--- config.mk ---
export PLATFORM = sky130hd
export DESIGN_NAME = round_controller
export DESIGN_NICKNAME = d
export VERILOG_FILES = /design/src/rtl/round_controller_pkg.sv /design/src/rtl/round_controller_hold.sv /design/src/rtl/round_controller.sv
export SDC_FILE = /design/constraint.sdc
export NUM_CORES = 1
export LEC_CHECK = 0
export CAP_MARGIN = 20
export CORE_UTILIZATION = 60
export DETAILED_ROUTE_END_ITERATION = 12
export GPL_ROUTABILITY_DRIVEN = 0
export HOLD_SLACK_MARGIN = 0.02
export MAX_ROUTING_LAYER = met4
export PLACE_DENSITY_LB_ADDON = 0.08
export SKIP_LAST_GASP = 1
export SLEW_MARGIN = 20
export SYNTH_ARGS = -nofsm -noshare
export SYNTH_HDL_FRONTEND = slang
export SYNTH_SLANG_ARGS = --single-unit
--- constraint.sdc ---
create_clock -name clk -period 3.9 [get_ports clk]
set_input_delay 0.39 -clock clk [delete_from_list [all_inputs] [get_ports clk]]
set_output_delay 0.39 -clock clk [all_outputs]
set_load 0.02 [all_outputs]
--- src/rtl/round_controller_pkg.sv ---
//==============================================================================
// Module   : round_controller_pkg
// Brief    : Shared encodings and default timing for the best-of-N round sequencer.
// Revision : 1.0 - initial release
//==============================================================================
`default_nettype none

package round_controller_pkg;

    typedef enum logic [1:0] {
        PH_FIGHT      = 2'b00,
        PH_ROUND_END  = 2'b01,
        PH_MATCH_OVER = 2'b10,
        PH_RESETTING  = 2'b11
    } phase_t;

    localparam logic [1:0] WIN_NONE = 2'b00;
    localparam logic [1:0] WIN_P1   = 2'b01;
    localparam logic [1:0] WIN_P2   = 2'b10;
    localparam logic [1:0] WIN_DRAW = 2'b11;

    localparam int DEF_ROUNDS_TO_WIN      = 2;
    localparam int DEF_HOLD_TICKS         = 40;
    localparam int DEF_INTERMISSION_TICKS = 60;
    localparam int DEF_RESET_TICKS        = 2;

    localparam int HOLD_CNT_W = 6;
    localparam int CD_W       = 7;

    function automatic logic [1:0] sat_inc(input logic [1:0] v, input logic [1:0] lim);
        return (v >= lim) ? lim : v + 2'd1;
    endfunction

endpackage

`default_nettype wire

--- src/rtl/round_controller_hold.sv ---
//==============================================================================
// Module   : hold_detector
// Brief    : 2-flop synchronizer plus tick-gated saturating hold counter.
// Revision : 1.0 - initial release
//==============================================================================
`default_nettype none

module hold_detector
    import round_controller_pkg::*;
#(
    parameter int HOLD_TICKS = DEF_HOLD_TICKS
) (
    input  logic clk,
    input  logic reset_n,
    input  logic tick,
    input  logic en,
    input  logic btn,
    output logic done
);

    localparam logic [HOLD_CNT_W-1:0] HOLD_LAST = HOLD_CNT_W'(HOLD_TICKS - 1);

    logic [1:0]            sync_q, sync_d;
    logic [HOLD_CNT_W-1:0] cnt_q, cnt_d;

    // done fires only on the tick that moves the count onto HOLD_TICKS, so a
    // saturated counter under a still-held button never fires again.
    always_comb begin
        sync_d = {sync_q[0], btn};
        cnt_d  = cnt_q;
        done   = 1'b0;
        if (tick) begin
            if (en && sync_q[1]) begin
                if (cnt_q == HOLD_LAST) begin
                    done = 1'b1;
                end
                if (cnt_q != '1) begin
                    cnt_d = cnt_q + 1'b1;
                end
            end else begin
                cnt_d = '0;
            end
        end
    end

    always_ff @(posedge clk or negedge reset_n) begin
        if (!reset_n) begin
            sync_q <= '0;
            cnt_q  <= '0;
        end else begin
            sync_q <= sync_d;
            cnt_q  <= cnt_d;
        end
    end

endmodule

`default_nettype wire

--- src/rtl/round_controller.sv ---
//==============================================================================
// Module   : round_controller
// Brief    : Best-of-N match sequencer driving the per-round reset and scores.
// Revision : 1.0 - initial release
//==============================================================================
`default_nettype none

module round_controller
    import round_controller_pkg::*;
#(
    parameter int ROUNDS_TO_WIN      = DEF_ROUNDS_TO_WIN,
    parameter int HOLD_TICKS         = DEF_HOLD_TICKS,
    parameter int INTERMISSION_TICKS = DEF_INTERMISSION_TICKS,
    parameter int RESET_TICKS        = DEF_RESET_TICKS
) (
    input  logic            clk,
    input  logic            reset_n,
    input  logic            tick,
    input  logic [1:0]      winner,
    input  logic            confirm_btn,
    input  logic            force_reset,
    output logic            round_reset,
    output logic [1:0]      p1_rounds,
    output logic [1:0]      p2_rounds,
    output logic [1:0]      phase,
    output logic [1:0]      match_winner,
    output logic [CD_W-1:0] countdown
);

    localparam logic [1:0]      SCORE_WIN = 2'(ROUNDS_TO_WIN);
    localparam logic [CD_W-1:0] CD_LOAD   = CD_W'(INTERMISSION_TICKS);
    localparam logic [3:0]      RST_LAST  = 4'(RESET_TICKS - 1);

    phase_t          state_q, state_d;
    logic            round_reset_q, round_reset_d;
    logic [1:0]      p1_q, p1_d;
    logic [1:0]      p2_q, p2_d;
    logic [1:0]      match_winner_q, match_winner_d;
    logic [CD_W-1:0] countdown_q, countdown_d;
    logic            armed_q, armed_d;
    logic            clear_scores_q, clear_scores_d;
    logic [3:0]      reset_cnt_q, reset_cnt_d;
    logic [1:0]      new_p1, new_p2;
    logic            confirm_done, force_done;

    hold_detector #(.HOLD_TICKS(HOLD_TICKS)) u_confirm_hold (
        .clk     (clk),
        .reset_n (reset_n),
        .tick    (tick),
        .en      (state_q == PH_MATCH_OVER),
        .btn     (confirm_btn),
        .done    (confirm_done)
    );

    hold_detector #(.HOLD_TICKS(HOLD_TICKS)) u_force_hold (
        .clk     (clk),
        .reset_n (reset_n),
        .tick    (tick),
        .en      (1'b1),
        .btn     (force_reset),
        .done    (force_done)
    );

    always_comb begin
        state_d        = state_q;
        round_reset_d  = round_reset_q;
        p1_d           = p1_q;
        p2_d           = p2_q;
        match_winner_d = match_winner_q;
        countdown_d    = countdown_q;
        armed_d        = armed_q;
        clear_scores_d = clear_scores_q;
        reset_cnt_d    = reset_cnt_q;
        new_p1         = (winner == WIN_P1) ? sat_inc(p1_q, SCORE_WIN) : p1_q;
        new_p2         = (winner == WIN_P2) ? sat_inc(p2_q, SCORE_WIN) : p2_q;

        if (tick) begin
            // A completed force hold overrides whatever the state would do,
            // including a result arriving on the same tick.
            if (force_done) begin
                state_d        = PH_RESETTING;
                round_reset_d  = 1'b1;
                reset_cnt_d    = '0;
                clear_scores_d = 1'b1;
                countdown_d    = '0;
            end else begin
                case (state_q)
                    PH_RESETTING: begin
                        if (reset_cnt_q == RST_LAST) begin
                            state_d       = PH_FIGHT;
                            round_reset_d = 1'b0;
                            armed_d       = 1'b0;
                            reset_cnt_d   = '0;
                            if (clear_scores_q) begin
                                p1_d           = '0;
                                p2_d           = '0;
                                match_winner_d = WIN_NONE;
                                clear_scores_d = 1'b0;
                            end
                        end else begin
                            reset_cnt_d = reset_cnt_q + 4'd1;
                        end
                    end
                    PH_FIGHT: begin
                        if (!armed_q) begin
                            if (winner == WIN_NONE) begin
                                armed_d = 1'b1;
                            end
                        end else if (winner != WIN_NONE) begin
                            p1_d = new_p1;
                            p2_d = new_p2;
                            if ((winner == WIN_P1) && (new_p1 == SCORE_WIN)) begin
                                state_d        = PH_MATCH_OVER;
                                match_winner_d = WIN_P1;
                            end else if ((winner == WIN_P2) && (new_p2 == SCORE_WIN)) begin
                                state_d        = PH_MATCH_OVER;
                                match_winner_d = WIN_P2;
                            end else begin
                                state_d     = PH_ROUND_END;
                                countdown_d = CD_LOAD;
                            end
                        end
                    end
                    PH_ROUND_END: begin
                        if (countdown_q <= CD_W'(1)) begin
                            countdown_d    = '0;
                            state_d        = PH_RESETTING;
                            round_reset_d  = 1'b1;
                            reset_cnt_d    = '0;
                            clear_scores_d = 1'b0;
                        end else begin
                            countdown_d = countdown_q - 1'b1;
                        end
                    end
                    PH_MATCH_OVER: begin
                        if (confirm_done) begin
                            state_d        = PH_RESETTING;
                            round_reset_d  = 1'b1;
                            reset_cnt_d    = '0;
                            clear_scores_d = 1'b1;
                        end
                    end
                    default: begin
                        state_d = PH_RESETTING;
                    end
                endcase
            end
        end
    end

    always_ff @(posedge clk or negedge reset_n) begin
        if (!reset_n) begin
            state_q        <= PH_RESETTING;
            round_reset_q  <= 1'b1;
            p1_q           <= '0;
            p2_q           <= '0;
            match_winner_q <= WIN_NONE;
            countdown_q    <= '0;
            armed_q        <= 1'b0;
            clear_scores_q <= 1'b0;
            reset_cnt_q    <= '0;
        end else begin
            state_q        <= state_d;
            round_reset_q  <= round_reset_d;
            p1_q           <= p1_d;
            p2_q           <= p2_d;
            match_winner_q <= match_winner_d;
            countdown_q    <= countdown_d;
            armed_q        <= armed_d;
            clear_scores_q <= clear_scores_d;
            reset_cnt_q    <= reset_cnt_d;
        end
    end

    assign round_reset  = round_reset_q;
    assign p1_rounds    = p1_q;
    assign p2_rounds    = p2_q;
    assign phase        = state_q;
    assign match_winner = match_winner_q;
    assign countdown    = countdown_q;

endmodule

`default_nettype wire

==> out/metrics.csv, run 1 <==
stage,metric,value,unit
run_status,status,finished clean,
worst_setup_path,cp-end-kind,flop,
worst_hold_path,hp-class,input port to asynchronous set/reset pin,
final_layout,layout_commonest_cell,dfrtp_1,
timing,finalCriticalPeriod,2.43,ns
drt,drc,0,
clock_tree,clk_latency,0.35,ns
final_layout,nNetsFinal,273,
final_layout,seqCellArea,955,um^2
clock_tree,root_buffer,clkbuf_4,
synthesis,synthAdderAreaFrac,5.79,%
drt,avgViaCountPerCell,5.87,
synthesis,async_flop_share,100,%
die,ioPinCount,23,
pwr,ir_drop,0.281,mV
synthesis,yosysSeqAreaShare,44.2,%
synthesis,syn_area,2160,um^2
drt,wl_per_cell,13.4,um
final_layout,antenna_cells,0,
worst_setup_path,arrival,2.68,ns
timing,rsz0062_at_grt,false,
timing,fmax,411,MHz
timing,report.final.slew_viol_count,0,
synthesis,ys.flop_type,dfrtp_1,
timing,relSlewSlack,45.3,%
clock_tree,clock-sinks,38,
final_layout,multi_input_area,1140,um^2
synthesis,synthMuxAreaShare,3.53,%
worst_setup_path,reg2reg_from,phase[0],
worst_setup_path,max_stage_delay,0.69,ns
global_routing,antenna_found_initial,0,
global_routing,grt-ovfl-total,0,
synthesis,syn_inst,230,
drt,ant_nets,0,
synthesis,yosysWarningCount,0,
drt,first_pass_iters,7,
die,num_rows,21,
pwr,power_leakage,1.03,nW
clock_tree,ctsHoldBuffers,0,
place,hpwl,2.98,mm
synthesis,yosys.area_share.simple,21.8,%
synthesis,synth_nets,247,
clock_tree,htree_levels,2,
timing,hold_violations,0,
final_layout,final_util,73.1,%
final_layout,drive_gt1_share,11.7,%
worst_setup_path,crit_chain,"inv_1, ha_1, o21ai_0, o311ai_1, nand3_1, o41ai_1",
timing,setup_tns,0,ns
die,die_h,62.0,um
place,port_buffers,22,
timing,setup_viol,0,
job,maxCapViolCount,0,
drt,drt-total-wl,4.07,mm
drt,num_vias,1780,
timing,clock_skew,0.00849,ns
worst_setup_path,path_class,flop to flop,
pwr,powerDensity,652,nW/um^2
final_layout,layout_common_cells,"35 x dfrtp_1, 23 x nor2_1, 23 x o21ai_0, 21 x clkdlybuf4s50_1, 20 x nand2_1",
worst_setup_path,cp_max_fo,12,
synthesis,synth_top_family_by_area,simple AND/OR/NAND/NOR gates,
synthesis,synth_compound_area_share,20.3,%
clock_tree,cts_tree,built,
final_layout,area_delta_synth_final,14.5,%
worst_setup_path,r2r_cells,6,
global_routing,grt_pass1_vias,1545,
synthesis,synth_xor_area_share,1.62,%
die,start_util,63.8,%
clock_tree,cts_setup_buffers,0,
die,fp.dieW,62.0,um
worst_setup_path,critPathTopFamily,compound AO/OA/AOI/OAI gates,
worst_setup_path,r2r_end,countdown[6],
worst_setup_path,worstPathRequired,4.15,ns
timing,tightestPinTransition,0.814,ns
global_routing,grtUsageTotal,24.8,%
global_routing,grt_max_degree,39,
final_layout,fillCellCount,255,
worst_setup_path,cp-start-kind,flop,
synthesis,ys_seq_elements,38,
synthesis,syn_area_per_cell,9.40,um^2
worst_setup_path,slowest_stage,o311ai_1,
clock_tree,clk_path_buf_depth,2,
drt,initialDrtViolationCount,132,
global_routing,grt_first_pass_wirelength,6.52,mm
clock_tree,clk_pin_slew,0.11,ns
worst_setup_path,r2r_slack,1.47,ns
synthesis,yosysUniqueCellTypes,49,
clock_tree,numCtsBuffers,5,
clock_tree,cts-resized-gates,0,
synthesis,synth-edff-count,0,
worst_setup_path,cp_num_buf_inv,1,
timing,fin_crit_sh,62.4,%
die,fp.dieArea,3850,um^2
die,core_area,3390,um^2
-- worst max path at each step --
stage / from / end / slack (ns) / cells after the start
2_1_floorplan: phase[1] / round_reset / 1.70 / 6
3_3_place_gp: tick / round_reset / 1.25 / 7
3_5_place_dp: tick / round_reset / 1.15 / 7
4_1_cts: phase[1] / round_reset / 1.47 / 6
5_1_grt: phase[0] / countdown[6] / 1.16 / 6
6_report: phase[0] / countdown[6] / 1.47 / 6
-- routing by layer --
layer | global-route usage (%) | part of all wire, % | vias up
met4 | 10.2 | 1.9 | 0
li1 | - | - | 898
met5 | - | 0 | -
met1 | 28.9 | 47 | 832
met3 | 7.66 | 4.1 | 8
met2 | 39.8 | 47 | 42
-- registers in the layout (all words and copies together) (netlist names) --
name,flops
u_confirm_hold.sync_q,2
u_confirm_hold.cnt_q,6
reset_cnt_q,4
u_force_hold.sync_q,2
p2_rounds,2
u_force_hold.cnt_q,6
countdown,7
clear_scores_q,1
round_reset,1
armed_q,1
phase,2
p1_rounds,2
match_winner,2
-- synthesized netlist by cell type (all sizes together) (3+ instances only) --
| master | number | area (um^2) |
|---|---|---|
| mux2 | 5 | 56.3 |
| nand2 | 20 | 75.1 |
| nand3 | 10 | 50.1 |
| a311oi | 4 | 35.0 |
| dfrtp | 35 | 876 |
| or2 | 6 | 37.5 |
| inv | 12 | 45.0 |
| nor2 | 23 | 86.3 |
| nor3 | 10 | 66.3 |
| nor2b | 4 | 25.0 |
| o31ai | 6 | 45.0 |
| o21ai | 25 | 129 |
| xnor2 | 3 | 26.3 |
| or4 | 3 | 26.3 |
| o41ai | 3 | 45.1 |
| nand2b | 4 | 25.0 |
| dfstp | 3 | 78.8 |
| a21oi | 11 | 55.1 |
| ha | 10 | 125 |
| a21o | 3 | 22.5 |
-- cell type report --
type / instances / area share, %
Timing Repair Buffer: 23 / 8.99
Clock inverter: 2 / 0.404
Sequential cell: 38 / 38.6
Multi-Input combinational cell: 176 / 46.2
Clock buffer: 6 / 1.67
Inverter: 12 / 1.82
Tap cell: 46 / 2.32
-- per-stage QoR --
step | hold slack (ns) | area [um^2] | std cells | worst slack, ns | power (mW)
floorplan | 0.0944 | 2160 | 230 | 1.70 | 1.16
global placement | 0.333 | 2420 | 295 | 1.25 | 1.41
detailed placement | 0.340 | 2420 | 295 | 1.15 | 1.42
CTS | 0.141 | 2480 | 303 | 1.47 | 1.62
global route | 0.167 | 2480 | 303 | 1.16 | 1.74
finish | 0.116 | 2480 | 303 | 1.47 | 1.61
-- where the power goes --
part           leakage [nW]  switching [mW]  internal (mW)
clock network        0.0320           0.130         0.0687
registers             0.480          0.0995          0.499
logic                 0.521           0.459          0.358
-- cells by family (layout without fill, tap and decap cells) --
family / count (synthesis) / count (layout)
AND/OR/NAND/NOR: 91 / 91
AO/OA/AOI/OAI: 64 / 64
flip-flops: 38 / 38
buffers and inverters: 16 / 43
adder cells (fa/ha/maj): 10 / 10
multiplexers: 7 / 7
XOR/XNOR: 4 / 4
(Power assumes the default switching activity.)
==> run 2, diff against run 1 <==
--- a/config.mk
+++ b/config.mk
@@ -6,7 +6,7 @@
 export NUM_CORES = 1
 export LEC_CHECK = 0
 export CAP_MARGIN = 20
-export CORE_UTILIZATION = 60
+export CORE_UTILIZATION = 51
 export DETAILED_ROUTE_END_ITERATION = 12
 export GPL_ROUTABILITY_DRIVEN = 0
 export HOLD_SLACK_MARGIN = 0.02
==> constraint.sdc (replaced) <==
create_clock -name clk -period 2 [get_ports clk]
set_input_delay 0.2 -clock clk [delete_from_list [all_inputs] [get_ports clk]]
set_output_delay 0.2 -clock clk [all_outputs]
set_load 0.02 [all_outputs]
==> run 2 against run 1 <==
Compared with the run above:
- the run now ends with negative setup slack left
- die area up 17%
- non-clock buffer count is 47 higher
- register-to-register slack got worse by 1.5 ns
- sequential power rose by 89%
- critical path type unchanged
- clock skew grew 0.0059 ns
- core utilization rose by 1.9 points
- cell count is 17% higher
- hold slack better by 0.23 ns
- worst setup slack lost 1.5 ns
==> out/metrics.csv, run 2 (synthesized netlist as in run 1, its figures left out) <==
stage,metric,value,unit,change
run_status,status,"finished, violations left",,
run_status,failed_checks,negative setup slack,,
pwr,powerDensity,1290,nW/um^2,+99%
drt,num_vias,1995,,+12%
worst_hold_path,hp-class,flop to flop,,
die,fp.dieArea,4500,um^2,+17%
worst_setup_path,cp-end-kind,flop,,
place,place_ws,-0.246,ns,-1.39 ns
clock_tree,clk_pin_slew,0.08,ns,-0.03 ns
die,ioPinCount,23,,unchanged
pwr,power_frac_seq,28.8,%,-8.3 points
drt,wl_per_cell,14.7,um,+9.8%
final_layout,layout_commonest_cell,buf_4,,
clock_tree,clk_latency,0.29,ns,-0.06 ns
timing,relSlewSlack,66.7,%,+21 points
drt,first_pass_iters,5,,-2
clock_tree,numCtsBuffers,5,,unchanged
drt,drt-total-wl,5.22,mm,+28%
global_routing,grtUsageTotal,26.0,%,+1.2 points
timing,hold_violations,0,,unchanged
die,fp.dieW,67.1,um,+8.2%
worst_setup_path,cp_max_fo,3,,-9
pwr,power_frac_clock,13.0,%,+0.7 points
place,placed_cell_area,2760,um^2,+14%
clock_tree,htree_levels,2,,unchanged
drt,drc,0,,unchanged
timing,setup_viol,3,,+3
pwr,power_leakage,1.29,nW,+25%
final_layout,area_delta_synth_final,39.7,%,
global_routing,grt_pass1_vias,1929,,+25%
die,start_util,53.7,%,-10 points
drt,ant_nets,0,,unchanged
timing,fmax,497,MHz,+21%
clock_tree,clk_path_buf_depth,2,,unchanged
clock_tree,root_buffer,clkbuf_8,,
final_layout,antenna_cells,0,,unchanged
job,maxCapViolCount,0,,unchanged
timing,finalCriticalPeriod,2.01,ns,-0.420 ns
place,hpwl,3.71,mm,+25%
worst_setup_path,cp-start-kind,flop,,
final_layout,nNetsFinal,320,,+17%
timing,clock_skew,0.0144,ns,+0.00590 ns
global_routing,grt-ovfl-total,0,,unchanged
pwr,p_sw_share,40.7,%,-1.9 points
global_routing,grt_max_degree,19,,-51%
clock_tree,cts_tree,built,,
global_routing,antenna_found_initial,0,,unchanged
timing,fin_ws,-0.0123,ns,-1.48 ns
timing,fin_crit_sh,101,%,+38 points
pwr,internal_power,2.32,mW,+150%
timing,whs,0.349,ns,+0.232 ns
worst_setup_path,worstPathRequired,2.21,ns,-1.94 ns
die,num_rows,23,,+9.5%
die,core_area,4030,um^2,+19%
timing,report.final.slew_viol_count,0,,unchanged
final_layout,drive_gt1_share,31.3,%,+20 points
pwr,ir_drop,0.603,mV,+110%
pwr,p_sw,1.59,mW,+130%
drt,avgViaCountPerCell,5.64,,-4.1%
drt,initialDrtViolationCount,86,,-35%
clock_tree,clock-sinks,38,,unchanged
global_routing,grt_first_pass_wirelength,8.51,mm,+30%
die,die_h,67.1,um,+8.2%
timing,tightestPinTransition,0.494,ns,-0.320 ns
timing,rsz0062_at_grt,true,,
place,port_buffers,22,,unchanged
final_layout,largest_reg_flops,7,,unchanged
final_layout,layout_common_cells,"46 x buf_4, 33 x dfrtp_1, 21 x clkdlybuf4s50_1, 20 x nor2_1, 19 x nand2_1",,
final_layout,fillCellCount,280,,+9.8%
final_layout,design_area,3020,um^2,+22%
worst_setup_path,path_class,flop to flop,,
pwr,p_comb_share,58.2,%,+7.6 points
worst_setup_path,arrival,2.22,ns,-0.46 ns
final_layout,final_util,75.0,%,+1.9 points
[run 2: cell count changes in the layout (fill, tap and decap cells not counted), sizes merged]
cell	before	now
buf	2	48
clkbuf	6	8
clkinv	2	0
dlygate4sd3	0	1
[run 2: final timing paths]
check,startpoint,slack [ns],end,cells after the start
setup reg to reg,reset_cnt_q[1],-0.01,phase[1],7
max in group asynchronous,reset_n,1.03,round_reset,3
hold / removal,u_force_hold.sync_q[0],0.35,u_force_hold.sync_q[1],0
hold reg to reg,u_force_hold.sync_q[0],0.35,u_force_hold.sync_q[1],0
min in group asynchronous,reset_n,0.37,match_winner[0],2
setup / recovery,reset_cnt_q[1],-0.01,phase[1],7
[run 2: worst max-delay path, stage by stage, from the launching register on]
cell and delay [ns]:
dfrtp_1 0.39, inv_1 0.06, ha_2 0.16, or3b_4 0.40
a221oi_4 0.32, nor2_1 0.09, nor2_2 0.18, mux2_4 0.32
[run 2: through the flow]
step / setup TNS (ns) / instances / power, mW
finish: -0.0262 / 354 / 3.91
global route: -0.782 / 354 / 4.18
CTS: 0 / 350 / 3.71
detailed placement: -2.32 / 338 / 3.11
global placement: -1.49 / 338 / 3.06
floorplan: 0 / 230 / 2.34
[run 2: power groups by stage]
stage / clock (mW) / combinational, mW / sequential (mW)
after global routing: 0.550 / 2.48 / 1.15
after floorplan: 0 / 1.03 / 1.31
after global placement: 0 / 1.93 / 1.13
after detailed placement: 0 / 1.97 / 1.14
after CTS: 0.520 / 2.06 / 1.13
final: 0.507 / 2.28 / 1.13
[run 2: per-layer routing]
layer	vias to the layer above	track usage [%]	part of all wire (%)	wire [um]
met5	-	-	0	0
met4	0	8.78	1.6	81
met3	11	3.77	2.7	139
met2	33	45.6	52	2700
met1	979	30.1	44	2300
li1	972	-	-	-
[run 2: layout make-up]
cell class / instances / area, um^2 / area share (%)
Clock buffer: 8 / 80.1 / 2.65
Inverter: 12 / 45.0 / 1.49
Multi-Input combinational cell: 176 / 1280 / 42.5
Sequential cell: 38 / 957 / 31.7
Tap cell: 50 / 62.6 / 2.07
Timing Repair Buffer: 70 / 591 / 19.6
[run 2: repair_timing]
action,in CTS,in global routing
setup buffers,3,4
endpoints found under the setup margin,11,17
hold endpoints to repair,14,0
gates resized for setup,6,22
pin swaps,7,13
gates cloned,0,0
hold buffers,1,0
==> run 3, diff against run 2 <==
--- a/config.mk
+++ b/config.mk
@@ -6,12 +6,14 @@
 export NUM_CORES = 1
 export LEC_CHECK = 0
 export CAP_MARGIN = 20
+export CORE_ASPECT_RATIO = 0.7
 export CORE_UTILIZATION = 51
 export DETAILED_ROUTE_END_ITERATION = 12
 export GPL_ROUTABILITY_DRIVEN = 0
 export HOLD_SLACK_MARGIN = 0.02
 export MAX_ROUTING_LAYER = met4
 export PLACE_DENSITY_LB_ADDON = 0.08
+export SKIP_CTS_REPAIR_TIMING = 1
 export SKIP_LAST_GASP = 1
 export SLEW_MARGIN = 20
 export SYNTH_ARGS = -nofsm -noshare
==> run 3 against run 2 <==
Compared with the run above:
- the flow still finishes with violations (negative setup slack)
- first-iteration DRC count increased by 100%
- combinational power about the same
- clock power increased by 22%
- cell count unchanged
- clock-buffer cell count unchanged
- sequential power about the same
- critical path type unchanged
- hold slack got worse by 0.0044 ns
- register-to-register slack got worse by 0.03 ns
- maximum frequency decreased by 1.6%
- sequential share of layout area about the same
==> out/metrics.csv, run 3 (synthesized netlist as in run 1, its figures left out) <==
stage,metric,value,unit,change
run_status,status,"finished, violations left",,
run_status,failed_checks,negative setup slack,,
drt,initialDrtViolationCount,174,,+100%
timing,relSlewSlack,58.9,%,-7.8 points
drt,wl_per_cell,15.0,um,+1.7%
global_routing,antenna_found_initial,0,,unchanged
final_layout,nNetsFinal,318,,-0.63%
worst_setup_path,cp_max_fo,6,,+3
die,core_area,3990,um^2,-0.87%
worst_hold_path,hp-class,input port to flop,,
drt,first_pass_iters,4,,-1
timing,finalCriticalPeriod,2.05,ns,+0.0336 ns
final_layout,largest_reg_flops,7,,unchanged
timing,hold_violations,0,,unchanged
worst_setup_path,cp-end-kind,flop,,
final_layout,layout_commonest_cell,buf_4,,
job,maxCapViolCount,0,,unchanged
pwr,powerDensity,1330,nW/um^2,+3.1%
worst_setup_path,path_class,flop to flop,,
clock_tree,root_buffer,clkbuf_8,,
worst_hold_path,whs_path_depth,1,,+1
place,placed_cell_area,2770,um^2,about the same
worst_setup_path,cp-start-kind,flop,,
global_routing,grt_max_degree,27,,+8
global_routing,grt-ovfl-total,0,,unchanged
final_layout,fin_cells,354,,unchanged
global_routing,grt_first_pass_wirelength,8.41,mm,-1.1%
global_routing,grtUsageTotal,25.4,%,-0.63 points
die,num_rows,19,,-17%
final_layout,fillCellCount,283,,+1.1%
global_routing,grt_pass1_vias,1814,,-6.0%
timing,whs,0.344,ns,-0.00439 ns
pwr,finalPower,4.02,mW,+2.9%
final_layout,design_area,3020,um^2,-0.12%
pwr,ir_drop,0.844,mV,+40%
worst_setup_path,crit_chain,"or4_4, nor3_4, o22ai_4, nor2_4, mux2_4",,
clock_tree,clk_latency,0.29,ns,about the same
die,ioPinCount,23,,unchanged
worst_setup_path,worstPathRequired,2.17,ns,-0.04 ns
timing,setup_viol,7,,+4
clock_tree,clk_path_buf_depth,2,,unchanged
worst_setup_path,r2r_cells,5,,-2
drt,drt-total-wl,5.31,mm,+1.7%
timing,rsz0062_at_grt,true,,
worst_setup_path,critPathTopFamily,simple AND/OR/NAND/NOR gates,,
timing,setup_tns,-0.187,ns,-0.161 ns
die,die_h,56.5,um,-16%
final_layout,layout_common_cells,"45 x buf_4, 33 x dfrtp_1, 21 x o21ai_0, 21 x clkdlybuf4s50_1, 20 x nor2_1",,
timing,fin_ws,-0.0459,ns,-0.0336 ns
place,hpwl,3.70,mm,-0.29%
drt,drc,0,,unchanged
clock_tree,numCtsBuffers,5,,unchanged
clock_tree,clock-sinks,38,,unchanged
pwr,power_leakage,1.30,nW,+0.76%
worst_setup_path,arrival,2.21,ns,about the same
final_layout,final_util,75.5,%,+0.56 points
drt,num_vias,1967,,-1.4%
timing,tightestPinTransition,0.616,ns,+0.122 ns
final_layout,drive_gt1_share,30.8,%,-0.46 points
die,fp.dieW,79.8,um,+19%
worst_setup_path,cp_num_buf_inv,0,,-1
clock_tree,clk_pin_slew,0.08,ns,about the same
clock_tree,cts_tree,built,,
timing,report.final.slew_viol_count,0,,unchanged
final_layout,antenna_cells,0,,unchanged
worst_setup_path,crit_cells,5,,-2
die,start_util,54.1,%,+0.47 points
timing,fin_crit_sh,102,%,+1.7 points
place,place_ws,-0.245,ns,+0.00132 ns
timing,fmax,489,MHz,-1.6%
timing,clock_skew,0.00946,ns,-0.00493 ns
final_layout,area_delta_synth_final,39.5,%,
die,fp.dieArea,4510,um^2,about the same
clock_tree,htree_levels,2,,unchanged
worst_setup_path,max_stage_delay,0.55,ns,+0.15 ns
place,place_inst,340,,+0.59%
drt,avgViaCountPerCell,5.56,,-1.4%
worst_setup_path,slowest_stage,or4_4,,
place,port_buffers,22,,unchanged
drt,ant_nets,0,,unchanged
run 3: cell count changes in the layout (fill, tap and decap cells not counted), moves of 2 or more:
cell,delta
clkbuf_1,-3
clkbuf_8,+3
o21ai_0,+3
o21ai_1,-2
run 3: report_power, final:
group / switching (mW) / leakage [nW] / internal (mW)
logic: 1.18 / 0.766 / 1.08
registers: 0.163 / 0.479 / 0.978
clock network: 0.269 / 0.0575 / 0.348
run 3: path summary, 6_finish.rpt:
kind | slack [ns] | startpoint | end
hold / removal | 0.34 | force_reset | u_force_hold.sync_q[0]
setup / recovery | -0.05 | countdown[3] | reset_cnt_q[1]
setup reg to reg | -0.05 | countdown[3] | reset_cnt_q[1]
hold reg to reg | 0.36 | u_confirm_hold.sync_q[0] | u_confirm_hold.sync_q[1]
min in group asynchronous | 0.46 | reset_n | countdown[0]
max in group asynchronous | 0.98 | reset_n | u_confirm_hold.cnt_q[1]
run 3: metal layers:
layer | up-vias | global-route usage [%] | share of wire [%]
met4 | 0 | 5.36 | 0.53
met3 | 5 | 5.53 | 4.4
met5 | - | - | 0
met2 | 43 | 36.6 | 45
li1 | 977 | - | -
met1 | 942 | 36.9 | 50
run 3: worst register-to-register path: stages (launching register included):
cell and delay (ns):
dfrtp_2 0.42, or4_4 0.55, nor3_4 0.31, o22ai_4 0.17, nor2_4 0.18, mux2_4 0.31
run 3: cell type report:
cell class	instances	area, um^2	area share, %
well taps	52	65.1	2.16
multi-input cells	176	1280	42.3
clock buffers	8	110	3.65
repair buffers	68	563	18.7
flip-flops and latches	38	957	31.7
inverters	12	45.0	1.49
